==> src/rtl/arb_three_pkg.sv <==
// Shared router definitions for the output-side merge block: flit layout,
// flit type encodings, port identifiers, requester indices and FSM states.
package arb_three_pkg;

   localparam int DATA_WIDTH = 32;
   localparam int TYPE_MSB   = DATA_WIDTH - 1;
   localparam int TYPE_LSB   = DATA_WIDTH - 2;

   localparam logic [1:0] HEAD = 2'b01;
   localparam logic [1:0] BODY = 2'b10;
   localparam logic [1:0] TAIL = 2'b11;

   localparam logic [2:0] LOCAL = 3'd0;
   localparam logic [2:0] NORTH = 3'd1;
   localparam logic [2:0] EAST  = 3'd2;
   localparam logic [2:0] SOUTH = 3'd3;
   localparam logic [2:0] WEST  = 3'd4;

   typedef enum logic [1:0] {
      REQ_A = 2'd0,
      REQ_B = 2'd1,
      REQ_C = 2'd2
   } reqIdx_t;

   typedef enum logic {
      ST_IDLE = 1'b0,
      ST_LOCK = 1'b1
   } arbState_t;

   function automatic logic [1:0] flitType(input logic [DATA_WIDTH-1:0] flit);
      return flit[TYPE_MSB:TYPE_LSB];
   endfunction

   // Adds two requester indices modulo three; never produces the value 3.
   function automatic logic [1:0] wrap3(input logic [1:0] base, input logic [1:0] off);
      logic [2:0] sum;
      sum = {1'b0, base} + {1'b0, off};
      if (sum >= 3'd3) begin
         sum = sum - 3'd3;
      end
      return sum[1:0];
   endfunction

endpackage

==> src/rtl/arb_three_pick.sv <==
// rr_pick3: combinational three-way picker. Searches the request vector
// cyclically from the pointer (round-robin) or from A (fixed priority).
module rr_pick3
   import arb_three_pkg::*;
(
   input  logic [2:0] i_req,
   input  logic [1:0] i_ptr,
   input  logic       i_rr_en,
   output logic [2:0] o_gnt_onehot,
   output logic [1:0] o_gnt_idx,
   output logic       o_any
);

   logic [1:0] w_start;
   logic [1:0] w_cand;

   // A stray pointer value of 3 is treated as A so the search stays in range.
   assign w_start = (i_rr_en && (i_ptr != 2'd3)) ? i_ptr : 2'd0;

   // Take the first requester found walking start, start+1, start+2 (mod 3).
   always_comb begin
      o_gnt_onehot = 3'b000;
      o_gnt_idx    = 2'd0;
      o_any        = 1'b0;
      w_cand       = 2'd0;
      for (int k = 0; k < 3; k++) begin
         w_cand = wrap3(w_start, 2'(k));
         if (!o_any && i_req[w_cand]) begin
            o_any                = 1'b1;
            o_gnt_idx            = w_cand;
            o_gnt_onehot[w_cand] = 1'b1;
         end
      end
   end

endmodule

==> src/rtl/arb_three.sv <==
// arb_three: merges three wormhole input channels onto one output port
// through a single output register. A winner owns the port until its TAIL.
module arb_three
   import arb_three_pkg::*;
#(
   parameter int         RR_EN  = 1,
   parameter logic [2:0] OUT_ID = LOCAL
) (
   input  logic                  clk,
   input  logic                  rstn,
   input  logic [DATA_WIDTH-1:0] A_data_i,
   input  logic                  A_valid_i,
   output logic                  A_ready_o,
   input  logic [DATA_WIDTH-1:0] B_data_i,
   input  logic                  B_valid_i,
   output logic                  B_ready_o,
   input  logic [DATA_WIDTH-1:0] C_data_i,
   input  logic                  C_valid_i,
   output logic                  C_ready_o,
   output logic [DATA_WIDTH-1:0] data_o,
   output logic                  valid_o,
   input  logic                  ready_i
);

   arbState_t             r_state;
   arbState_t             w_stateNext;
   logic [1:0]            r_lockId;
   logic [1:0]            w_lockIdNext;
   logic [1:0]            r_rrPtr;
   logic [1:0]            w_rrPtrNext;
   logic                  r_valid;
   logic [DATA_WIDTH-1:0] r_data;

   logic [2:0]            w_req;
   logic [2:0]            w_pickOneHot;
   logic [1:0]            w_pickIdx;
   logic                  w_pickAny;
   logic [2:0]            w_selOneHot;
   logic                  w_selValid;
   logic [DATA_WIDTH-1:0] w_selData;
   logic                  w_space;
   logic                  w_xfer;
   logic                  w_isTail;

   assign w_req = {C_valid_i, B_valid_i, A_valid_i};

   rr_pick3 u_pick (
      .i_req        (w_req),
      .i_ptr        (r_rrPtr),
      .i_rr_en      (RR_EN != 0),
      .o_gnt_onehot (w_pickOneHot),
      .o_gnt_idx    (w_pickIdx),
      .o_any        (w_pickAny)
   );

   // Readies are forced low while reset is held so nothing is accepted then.
   assign w_space = rstn & (~r_valid | ready_i);

   // In LOCK only the owner is selected; in IDLE the picker's winner, if any.
   always_comb begin
      w_selOneHot = 3'b000;
      if (r_state == ST_LOCK) begin
         case (r_lockId)
            REQ_B:   w_selOneHot = 3'b010;
            REQ_C:   w_selOneHot = 3'b100;
            default: w_selOneHot = 3'b001;
         endcase
      end else if (w_pickAny) begin
         w_selOneHot = w_pickOneHot;
      end
   end

   // Route the selected requester's valid and flit toward the output register.
   always_comb begin
      w_selValid = 1'b0;
      w_selData  = A_data_i;
      if (w_selOneHot[0]) begin
         w_selValid = A_valid_i;
         w_selData  = A_data_i;
      end else if (w_selOneHot[1]) begin
         w_selValid = B_valid_i;
         w_selData  = B_data_i;
      end else if (w_selOneHot[2]) begin
         w_selValid = C_valid_i;
         w_selData  = C_data_i;
      end
   end

   assign A_ready_o = w_selOneHot[0] & w_space;
   assign B_ready_o = w_selOneHot[1] & w_space;
   assign C_ready_o = w_selOneHot[2] & w_space;
   assign w_xfer    = w_selValid & w_space;
   assign w_isTail  = (flitType(w_selData) == TAIL);

   // Next-state logic: lock on a multi-flit head, release on the owner's TAIL.
   always_comb begin
      w_stateNext  = r_state;
      w_lockIdNext = r_lockId;
      w_rrPtrNext  = r_rrPtr;
      case (r_state)
         ST_IDLE: begin
            if (w_xfer) begin
               if (!w_isTail) begin
                  w_stateNext  = ST_LOCK;
                  w_lockIdNext = w_pickIdx;
               end
               if (RR_EN != 0) begin
                  w_rrPtrNext = wrap3(w_pickIdx, 2'd1);
               end
            end
         end
         ST_LOCK: begin
            if (w_xfer && w_isTail) begin
               w_stateNext = ST_IDLE;
            end
         end
         default: w_stateNext = ST_IDLE;
      endcase
   end

   // Arbitration state, owner and round-robin pointer registers.
   always_ff @(posedge clk or negedge rstn) begin
      if (!rstn) begin
         r_state  <= ST_IDLE;
         r_lockId <= 2'd0;
         r_rrPtr  <= 2'd0;
      end else begin
         r_state  <= w_stateNext;
         r_lockId <= w_lockIdNext;
         r_rrPtr  <= w_rrPtrNext;
      end
   end

   // Output stage: load on transfer, drain when downstream takes the flit.
   always_ff @(posedge clk or negedge rstn) begin
      if (!rstn) begin
         r_valid <= 1'b0;
         r_data  <= '0;
      end else if (w_xfer) begin
         r_valid <= 1'b1;
         r_data  <= w_selData;
      end else if (ready_i) begin
         r_valid <= 1'b0;
      end
   end

   assign data_o  = r_data;
   assign valid_o = r_valid;

endmodule

==> config.mk <==
export PLATFORM = sky130hd
export DESIGN_NAME = arb_three
export DESIGN_NICKNAME = d
export VERILOG_FILES = /design/src/rtl/arb_three_pkg.sv /design/src/rtl/arb_three_pick.sv /design/src/rtl/arb_three.sv
export SDC_FILE = /design/constraint.sdc
export NUM_CORES = 1
export LEC_CHECK = 0
export ABC_AREA = 1
export ABC_CLOCK_PERIOD_IN_PS = 3100
export CORE_UTILIZATION = 42
export DETAILED_ROUTE_END_ITERATION = 12
export GPL_TIMING_DRIVEN = 1
export HOLD_SLACK_MARGIN = 0.1
export PLACE_DENSITY_LB_ADDON = 0.05
export SYNTH_ARGS = -nofsm -noshare
export SYNTH_HDL_FRONTEND = slang
export SYNTH_HIERARCHICAL = 1
export SYNTH_SLANG_ARGS = --single-unit
==> constraint.sdc <==
create_clock -name clk -period 3.1 [get_ports clk]
set_clock_uncertainty 0.15 [all_clocks]
set_input_delay 0.62 -clock clk [delete_from_list [all_inputs] [get_ports clk]]
set_output_delay 0.62 -clock clk [all_outputs]
set_load 0.1 [all_outputs]
; Yosys cells after proc, flatten, opt, wreduce, memory -nomap -nowiden
; Index checks and enable logic that the tools add are counted.
[totals]
regBits = 38
out_inout_bits = 36
wordCells = 89
in_bits = 102
[classes]
n_eq_ne = 4
add_sub_neg = 7
muxes = 41
reduce_logical = 11
bitwise_logic = 11
n_lt_le_gt_ge = 10
[ops]
columns = operator, count
row1 = $mux W32, 3
row2 = $mux W1, 17
row3 = $mux W2, 8
row4 = $mux W3, 5
row5 = $ge A3 B2 Y1 const B, 3
row6 = $lt A2 B3 Y1 const B, 3
row7 = $sub A2 B2 Y2 const B, 4
row8 = $add A2 B1 Y3 const B, 2
row9 = $bmux W1 S2, 3
row10 = $demux W1 S2, 3
row11 = $ge A2 B1 Y1 const B, 3
row12 = $logic_and A1 B1 Y1, 6
row13 = $or A3 B3 Y3, 2
row14 = $pmux W3 S2, 1
row15 = $and A1 B1 Y1, 5
row16 = $eq A2 B2 Y1 const B, 2
row17 = $add A2 B2 Y3 const B, 1
row18 = $not A1 Y1, 3
row19 = $reduce_and A3 Y1, 1
row20 = $eq A2 B1 Y1 const B, 1
row21 = $ge A2 B2 Y1 const B, 1
row22 = $logic_not A1 Y1, 2
row23 = $ne A2 B2 Y1 const B, 1
row24 = $pmux W1 S2, 1
row25 = 3 further kinds, 3

; Longest topological paths before layout
; Gate-level depths: netlist (run 1).
[depth]
word_depth = 22
depth_mapped = 24
mapped_depth_nobuf = 23

; Hierarchy
; The synthesis (run 1) kept the hierarchy.
[modules_own_cells]
columns = module, n_inst, cells_per_inst, seq_area_each_um2, area_each_um2
row1 = arb_three, 1, 319, 950.9, 2481.1
row2 = rr_pick3, 1, 71, 0.0, 411.6

; Worst setup path after synthesis (run 1)
; No wires, ideal clock.
[synth_path]
path_kind = reg-to-output
start = register r_rrPtr[0]
end = output B_ready_o
path_stages_with_launch = 16
required_ns = 2.330
arrival_ns = 3.229
slack_ns = -0.899
path_cell_list = dfrtp_1 -> nand3_1 -> inv_1 -> ha_1 -> buf_6 -> inv_2 -> nand2_1 -> nand3_1 -> nand2_1 -> nand2_2 -> or2_1 -> nand2_1 -> nor2_2 -> nor2_4 -> buf_2 -> nor2_1
[synth_via]
elab_chain_len = 16
elab_cells_between_ends = 49
cone_classes = add/sub: 5 / order compare: 9 / eq/ne: 1 / mux: 24 / bitwise: 3 / reduce/logical: 7
[synth_lines]
columns = element, line
row1 = "start, declared", arb_three.sv:29  ; logic [1:0] r_rrPtr;
row2 = "start signal, assigned", arb_three.sv:130  ; r_rrPtr <= w_rrPtrNext;
row3 = $ne A2 B2 Y1, arb_three_pick.sv:18  ; assign w_start = (i_rr_en && (i_ptr != 2'd3)) ? i_ptr : 2'd0;
row4 = $mux W2 (*), arb_three_pick.sv:18
row5 = "parallel branches: the longest is 10 deep, another holds $add A2 B1 Y3", -
row6 = $mux W1 (*), arb_three_pick.sv:28  ; if (!o_any && i_req[w_cand]) begin
row7 = via w_pickAny, arb_three.sv:37  ; logic w_pickAny;
row8 = $mux W3 (*), arb_three.sv:68  ; end else if (w_pickAny) begin
row9 = $mux W3 (*), arb_three.sv:62  ; if (r_state == ST_LOCK) begin
row10 = $and A1 B1 Y1 (*), arb_three.sv:90  ; assign B_ready_o = w_selOneHot[1] & w_space;
row11 = "end, declared", arb_three.sv:16  ; output logic B_ready_o,
; Mark *: on every way through the listed nets, which the timed path passes. The select of a mux whose other input is x is not followed.

; Final worst setup path (run 1)
[layout_path]
start = register r_rrPtr[1]
end = output C_ready_o
[layout_via]
elab_chain_len = 16
elab_cells_between_ends = 49
cone_classes = add/sub: 5 / order compare: 9 / eq/ne: 1 / mux: 24 / bitwise: 3 / reduce/logical: 7
[layout_lines]
columns = element, line
row1 = $ne A2 B2 Y1, arb_three_pick.sv:18
row2 = $mux W2 (*), arb_three_pick.sv:18
row3 = "$add A2 B1 Y3, or another cell as far along", arb_three_pkg.sv:37  ; sum = {1'b0, base} + {1'b0, off};
row4 = "$ge A3 B2 Y1, or another cell as far along", arb_three_pkg.sv:38  ; if (sum >= 3'd3) begin
row5 = "$mux W2, or another cell as far along", arb_three_pkg.sv:38
row6 = "$lt A2 B3 Y1 (not written as such), or another cell as far along", arb_three_pick.sv:31  ; o_gnt_onehot[w_cand] = 1'b1;
row7 = "$logic_and A1 B1 Y1 (not written as such), or another cell as far along", arb_three_pick.sv:31
row8 = "$mux W1 (not written as such), or another cell as far along", arb_three_pick.sv:31
row9 = "$demux W1 S2, or another cell as far along", -
row10 = $or A3 B3 Y3 (no source line) / $mux W1 (equally long branches), -
row11 = $mux W3 / $logic_not A1 Y1 (equally long branches), arb_three_pick.sv:28
row12 = $or A3 B3 Y3 (no source line) / $logic_and A1 B1 Y1 (equally long branches), -
row13 = $mux W3 (*), arb_three_pick.sv:28
row14 = via w_pickOneHot[2], arb_three.sv:35  ; logic [2:0] w_pickOneHot;
row15 = $mux W3 (*), arb_three.sv:68
row16 = $mux W3 (*), arb_three.sv:62
row17 = $and A1 B1 Y1 (*), arb_three.sv:91  ; assign C_ready_o = w_selOneHot[2] & w_space;
row18 = "end, declared", arb_three.sv:19  ; output logic C_ready_o,
; The timed path passes the listed nets; every way through them passes the cells marked *. The select of a mux whose other input is x is not followed.

==> results of run 1 <==
-- power by group through the flow --
stage	clock (mW)	sequential (mW)	combinational, mW
after CTS	0.360	0.885	4.74
after detailed placement	0	0.888	4.58
after global placement	0	0.876	4.53
after floorplan	0	2.29	2.04
final	0.350	0.883	4.90
after global routing	0.385	0.912	5.22
-- final cells by class --
type	count	area [um^2]
Clock buffer	6	82.6
Clock inverter	2	12.5
Fill cell	521	1750
Inverter	32	135
Multi-Input combinational cell	299	1780
Sequential cell	38	951
Tap cell	77	96.3
Timing Repair Buffer	178	1680
-- synthesized netlist by cell type --
library cell  count  area (um^2)
o21ai_2          30          263
o21ai_4           1         16.3
nand4_1           2         12.5
nand3_4           1         17.5
a21oi_1          22          110
conb_1            1         3.75
o21ai_0           2         10.0
or2_1             1         6.26
a31oi_1           2         12.5
ha_1              7         87.6
nor2_1           66          248
nand3_1          20          100
buf_4             1         7.51
o21ai_1           5         25.0
nor3_1           31          155
o31ai_4           1         21.3
nor2_2            1         6.26
buf_2            10         50.1
a21oi_2          10         87.6
nand2_2           3         18.8
inv_6             1         8.76
nand3_2           6         60.1
nand2_1          79          297
nor2_4            2         22.5
inv_1            25         93.8
inv_4             1         6.26
inv_2             5         18.8
buf_6            11          124
dfrtp_1          38          951
nand2_4           4         45.0
o21a_1            1         7.51
-- how the worst max path moves through the flow --
| stage | end | slack (ns) | cells after the start |
|---|---|---|---|
| after floorplan | B_ready_o | -0.13 | 15 |
| after global placement | C_ready_o | -0.03 | 14 |
| after detailed placement | data_o[24]$_DFFE_PN0P_ | -0.09 | 16 |
| after CTS | A_ready_o | -0.004 | 17 |
| after global routing | C_ready_o | -0.20 | 17 |
| final | C_ready_o | -0.1 | 17 |
-- flip-flops by register name (all words and copies together), names as in the netlist, named ones only --
register	cells
r_rrPtr	2
valid_o	1
data_o	32
r_lockId	2
-- through the flow --
stage          utilization (%)  total power, mW
6_report                  73.0             6.13
3_5_place_dp              68.1             5.47
3_3_place_gp              68.1             5.40
4_1_cts                   71.3             5.98
2_1_floorplan                -             4.32
5_1_grt                   73.0             6.51
-- logic make-up (layout without fill, tap and decap cells) --
kind of cell	after synthesis	in the layout	share of synthesized area (%)
and+or+nand+nor	216	216	34.2
buffers and inverters	54	218	10.7
DFF	38	38	32.9
adders and majority gates	7	7	3.03
AOI/OAI and AO/OA	74	74	19.1
other	1	2	0.130
-- timing repair --
item                       in CTS  in global routing
setup endpoints to repair       3                  9
pin swaps                      11                 16
hold endpoints to repair        0                  0
gates resized for setup        22                 17
buffers inserted                5                  8
-- per-layer routing --
| layer | up-vias | GRT usage [%] | share of wire, % |
|---|---|---|---|
| met3 | 8 | 4.77 | 6.2 |
| li1 | 1614 | - | - |
| met4 | 0 | 4.01 | 1.0 |
| met1 | 1434 | 27.7 | 43 |
| met2 | 91 | 41.8 | 50 |
| met5 | - | 0 | 0 |
-- layout by cell type, fill, tap and decap left out, types with 2 or more instances in the layout --
master,Yosys,layout
a21oi_1,22,19
a21oi_2,10,13
a31oi_1,2,2
buf_12,0,8
buf_4,1,69
clkbuf_8,0,6
clkdlybuf4s50_1,0,98
conb_1,1,2
dfrtp_1,38,38
dlygate4sd2_1,0,2
ha_1,7,4
ha_4,0,2
inv_1,25,22
inv_2,5,5
inv_4,1,4
nand2_1,79,68
nand2_2,3,11
nand2_4,4,7
nand3_1,20,17
nand3_2,6,8
nand3_4,1,2
nand4_1,2,2
nor2_1,66,63
nor2_4,2,6
nor3_1,31,30
o21ai_0,2,2
o21ai_1,5,5
o21ai_2,30,29
o21ai_4,1,2
==> out/qor.txt, run 1 <==
status: finished, violations left
violations in the final reports: negative setup slack
worst-case reg-to-reg path depth: 21
core footprint: 0.00649 mm^2
DR iter-0 viols: 68
final wirelength: 8370 um
port bufs: 137
arrival time worst endpoint: 2.43 ns
final hold violations: 0
crit path max fanout: 6
vias per inst: 4.98
all-layer global routing usage: 22.8%
pre-CTS WS: -0.0889 ns
final setup violation count: 3
worst setup path class: reg2out
Crit path required time: 2.33 ns
Final min period: 3.20 ns
PwrDens: 1290 mW/mm^2
Final WS setup: -0.0991 ns
DRC: 0
most used cell, CP: nand2_2
vias: 3147
slowest CP cell: dfrtp_1
dpl cell area: 0.00442 mm^2
Final ANT Viol Nets: 0
cell family with most CP delay: simple AND/OR/NAND/NOR gates
later-pin clock latency in the skew report: 0.28 ns
fin crit share: 103%
layout cells sized above 1: 32.4%
initial antenna violation count: 0
largest net degree at the start of global routing: 39
setup slack, reg-to-reg: 0.13 ns
Nets: 663
Max Freq: 0.313 GHz
reg2reg end: data_o[24]$_DFFE_PN0P_
Die H: 85.0 um
CTS Hold Bufs: 0
worst-path cell chain: inv_1 > nand3_2 > inv_2 > ha_4 > inv_4 > nand2_2 > nand3_1 > nand2_1 > nand2_2 > inv_2 > nand3_2 > nand2_2 > nand2_2 > nand2_2 > nand2_4 > nor2_4 > buf_12
die area: 0.00722 mm^2
Top Ports: 138
internal power: 2.49 mW
n_diodes: 0
Reg power frac: 14.4%
worst hold margin: 0.248 ns
vias in the first global route: 2938
power share of the combinational group: 79.9%
Crit path buffers/inverters: 5
Critical Path Start Type: flop
Seq/Total Area, Yosys: 32.9%
Final Slew Violations: 0
first-pass GRT wire length: 13200 um
Starting Density: 44.5%
RR Startpoint: r_rrPtr[1]$_DFFE_PN0P_
clock sinks: 38
# rows: 29
unique cell type count in the Yosys netlist: 31
Die Span X: 85.0 um
CTS tree: yes
Setup TNS: -0.200 ns
maxcap violations: 0
clk root buf: clkbuf_8
depth of the CTS H-tree: 2
CTS buffer count: 5
TritonRoute pass-1 iters: 4
Sw Pwr: 3.64 mW
Min-Delay Path Class: in2async
cell area after synthesis: 0.00289 mm^2
Overflow after GRT: 0
CTS Buffer Depth: 2
Clk pwr share: 5.7%
endpoint class of the critical path: output port
Cell Count Post-Placement: 611
Final Cell Area: 0.00474 mm^2
Post-Layout Cell Count: 632
CP startpoint: r_rrPtr[1]$_DFFE_PN0P_
IR drop worst, VDD: 0.721 mV
drt wl/cell: 13.2 um
clock transition at the registers of the reported paths: 0.08 ns
P&R area growth vs syn: 63.9%
Largest stage delay, worst path: 0.41 ns
RD Place Congestion: 0.815
YS warnings: 6
Avg Inst Size Synth: 7.42 um^2
switching share of power: 59.4%
leakage power: 2.21 nW
RSZ-0062 raised after global routing: true
post-synthesis register bit count: 38
Synth Instances: 390
dpl hpwl: 6210 um
No activity file was read; power rests on OpenSTA's default activity.
==> inputs of run 2 (changes only) <==
- ABC_AREA: 1 -> 0
- CORE_UTILIZATION: 42 -> 40
==> out/qor.txt, run 2 <==
clk root buf: clkbuf_8 (unchanged)
all-layer global routing usage: 23.0% (was 22.8%)
largest net degree at the start of global routing: 39 (unchanged)
RSZ-0062 raised after global routing: true (unchanged)
slowest CP cell: dfrtp_1 (unchanged)
dpl cell area: 0.00422 mm^2 (was 0.00442 mm^2)
P&R area growth vs syn: 77.1% (was 63.9%)
CTS tree: yes (unchanged)
Final Slew Violations: 0 (unchanged)
PwrDens: 1230 mW/mm^2 (was 1290 mW/mm^2)
n_diodes: 0 (unchanged)
vias: 2665 (was 3147)
RR Startpoint: r_rrPtr[0]$_DFFE_PN0P_ (was r_rrPtr[1]$_DFFE_PN0P_)
reg2reg end: r_lockId[0]$_DFFE_PN0P_ (was data_o[24]$_DFFE_PN0P_)
clock sinks: 38 (unchanged)
Top Ports: 138 (unchanged)
critical path depth: 12 (was 17)
unique cell type count in the Yosys netlist: 40 (was 31)
Nets: 545 (was 663)
footprint of the multi-input gates: 0.00165 mm^2 (was 0.00178 mm^2)
initial antenna violation count: 0 (unchanged)
endpoint class of the critical path: output port (unchanged)
FF/Latch Area: 951 um^2 (unchanged)
Largest stage delay, worst path: 0.40 ns (was 0.41 ns)
largest cells by area after synthesis: dfrtp_1 (37%), mux2i_1 (13%), a211oi_1 (8.5%) (was dfrtp_1 (33%), nand2_1 (10%), o21ai_2 (9.1%))
most frequent cells in the layout: clkdlybuf4s50_1 (100), buf_4 (66), dfrtp_1 (38) (was clkdlybuf4s50_1 (98), buf_4 (69), nand2_1 (68))
post-synthesis register bit count: 38 (unchanged)
die area: 0.00671 mm^2 (was 0.00722 mm^2)
depth of the CTS H-tree: 2 (unchanged)
setup slack, reg-to-reg: -0.33 ns (was 0.13 ns)
CTS buffer count: 5 (unchanged)
DR iter-0 viols: 99 (was 68)
core footprint: 0.00603 mm^2 (was 0.00649 mm^2)
max FFs per register: 32 (unchanged)
YS warnings: 6 (unchanged)
RD Place Congestion: 0.802 (was 0.815)
Final Power: 5.55 mW (was 6.13 mW)
DRC: 0 (unchanged)
Crit path required time: 2.33 ns (about the same)
worst-case reg-to-reg path depth: 14 (was 21)
Commonest cells post-synth: dfrtp_1 (38), nor2_1 (38), mux2i_1 (33) (was nand2_1 (79), nor2_1 (66), dfrtp_1 (38))
ys async rst share: 100% (unchanged)
Final WS setup: -0.402 ns (was -0.0991 ns)
clock transition at the registers of the reported paths: 0.08 ns (about the same)
fin crit share: 113% (was 103%)
layout cells sized above 1: 28.1% (was 32.4%)
most common cell after layout, fill and taps aside: clkdlybuf4s50_1 (unchanged)
IR drop worst, VDD: 0.887 mV (was 0.721 mV)
final wirelength: 7540 um (was 8370 um)
Min-Delay Path Class: in2async (unchanged)
drt wl/cell: 14.7 um (was 13.2 um)
later-pin clock latency in the skew report: 0.29 ns (was 0.28 ns)
port bufs: 137 (unchanged)
first-pass GRT wire length: 11700 um (was 13200 um)
worst-path cell chain: nand3b_1 > buf_6 > ha_4 > nand3b_1 > o21ai_2 > or3b_1 > a22oi_2 > nand2_2 > o21a_4 > buf_6 > nor2_4 > buf_12 (was inv_1 > nand3_2 > inv_2 > ha_4 > inv_4 > nand2_2 > nand3_1 > nand2_1 > nand2_2 > inv_2 > nand3_2 > nand2_2 > nand2_2 > nand2_2 > nand2_4 > nor2_4 > buf_12)
worst hold margin: 0.251 ns (was 0.248 ns)
CTS Buffer Depth: 2 (unchanged)
final setup violation count: 40 (was 3)
Seq/Total Area, Yosys: 37.2% (was 32.9%)
cell family with most CP delay: simple AND/OR/NAND/NOR gates (unchanged)
Post-synth EDFFs: 0 (unchanged)
Final Cell Area: 0.00452 mm^2 (was 0.00474 mm^2)
vias in the first global route: 2553 (was 2938)
post-layout util: 75.0% (was 73.0%)
dpl hpwl: 5670 um (was 6210 um)
Critical Path Start Type: flop (unchanged)
arrival time worst endpoint: 2.73 ns (was 2.43 ns)
Final min period: 3.50 ns (was 3.20 ns)
share of the synthesized area in the top cell type: 37.2% (was 32.9%)
maxcap violations: 0 (unchanged)
cell area after synthesis: 0.00255 mm^2 (was 0.00289 mm^2)
Overflow after GRT: 0 (unchanged)
worst setup path class: reg2out (unchanged)
Max Freq: 0.286 GHz (was 0.313 GHz)
Die Span X: 81.9 um (was 85.0 um)
vias per inst: 5.21 (was 4.98)
status: finished, violations left (unchanged)
Synth Instances: 269 (was 390)
Avg Inst Size Synth: 9.49 um^2 (was 7.42 um^2)
Starting Density: 42.4% (was 44.5%)
ys flop type: dfrtp_1 (unchanged)
Final ANT Viol Nets: 0 (unchanged)
CTS Hold Bufs: 0 (unchanged)
TritonRoute pass-1 iters: 4 (unchanged)
Crit path buffers/inverters: 3 (was 5)
violations in the final reports: negative setup slack (unchanged)
# rows: 28 (was 29)
area leader, netlist: dfrtp_1 (unchanged)
final hold violations: 0 (unchanged)
Die H: 81.9 um (was 85.0 um)
# fillers: 457 (was 521)
crit path max fanout: 5 (was 6)
leakage power: 2.07 nW (was 2.21 nW)
-- run 2: cell types whose count changed after synthesis, sizes merged, moves of 8 or more --
cell | previous run | this run
nand3 | 27 | 2
a211oi | 0 | 30
a21oi | 32 | 7
a21o | 0 | 29
mux2i | 0 | 33
nor2 | 69 | 38
buf | 22 | 14
nand2 | 86 | 14
nor3 | 31 | 0
inv | 32 | 8
o21ai | 38 | 13
-- run 2: cell families after synthesis --
logic type / synth area share, %
AO/OA/AOI/OAI: 26.3
buffers and inverters: 5.44
flip-flops: 37.2
AND/OR/NAND/NOR: 13.2
adder cells (fa/ha/maj): 3.43
multiplexers: 14.3
other: 0.147
-- run 2: final cells by class --
cell class / count / area share (%)
flip-flops and latches: 38 / 21.0
multi-input cells: 207 / 36.6
clock buffers: 5 / 1.52
well taps: 75 / 2.08
repair buffers: 176 / 36.6
clock inverters: 3 / 1.52
inverters: 8 / 0.664
-- run 2: how the worst max path moves through the flow --
stage	from	endpoint
2_1_floorplan	r_rrPtr[0]$_DFFE_PN0P_	r_lockId[0]$_DFFE_PN0P_
3_3_place_gp	A_valid_i	r_lockId[0]$_DFFE_PN0P_
3_5_place_dp	C_valid_i	r_lockId[0]$_DFFE_PN0P_
4_1_cts	r_rrPtr[0]$_DFFE_PN0P_	A_ready_o
5_1_grt	r_rrPtr[0]$_DFFE_PN0P_	A_ready_o
6_report	r_rrPtr[0]$_DFFE_PN0P_	A_ready_o
-- run 2: layer usage --
layer | vias up | part of all wire, % | global-route usage [%]
li1 | 1308 | - | -
met1 | 1252 | 41 | 27.5
met2 | 95 | 51 | 41.4
met3 | 10 | 6.4 | 4.89
met4 | 0 | 1.3 | 6.14
met5 | - | 0 | 0
-- run 2: per-stage QoR --
stage	setup WS [ns]	cells	TNS [ns]
after detailed placement	-0.450	497	-15.26
final	-0.402	512	-8.78
after global routing	-0.510	512	-16.57
after floorplan	-0.0372	270	-0.0614
after CTS	-0.412	511	-8.33
after global placement	-0.468	497	-15.39
-- run 2: power breakdown --
group	total [mW]	internal (mW)	switching, mW
combinational	4.15	1.41	2.74
sequential	0.891	0.733	0.158
clock	0.508	0.323	0.185
total	5.55	2.47	3.08
-- run 2: repair_timing --
action / in CTS / in global routing
pin swaps: 6 / 5
buffers inserted: 6 / 1
endpoints found under the setup margin: 41 / 41
resized for setup: 18 / 6
==> inputs of run 3 (changes only) <==
- ABC_AREA: 0 -> 1
- CORE_UTILIZATION: 40 -> 42
==> results of run 3 <==
The final DEF is identical to that of run 1; final timing and power are the same.
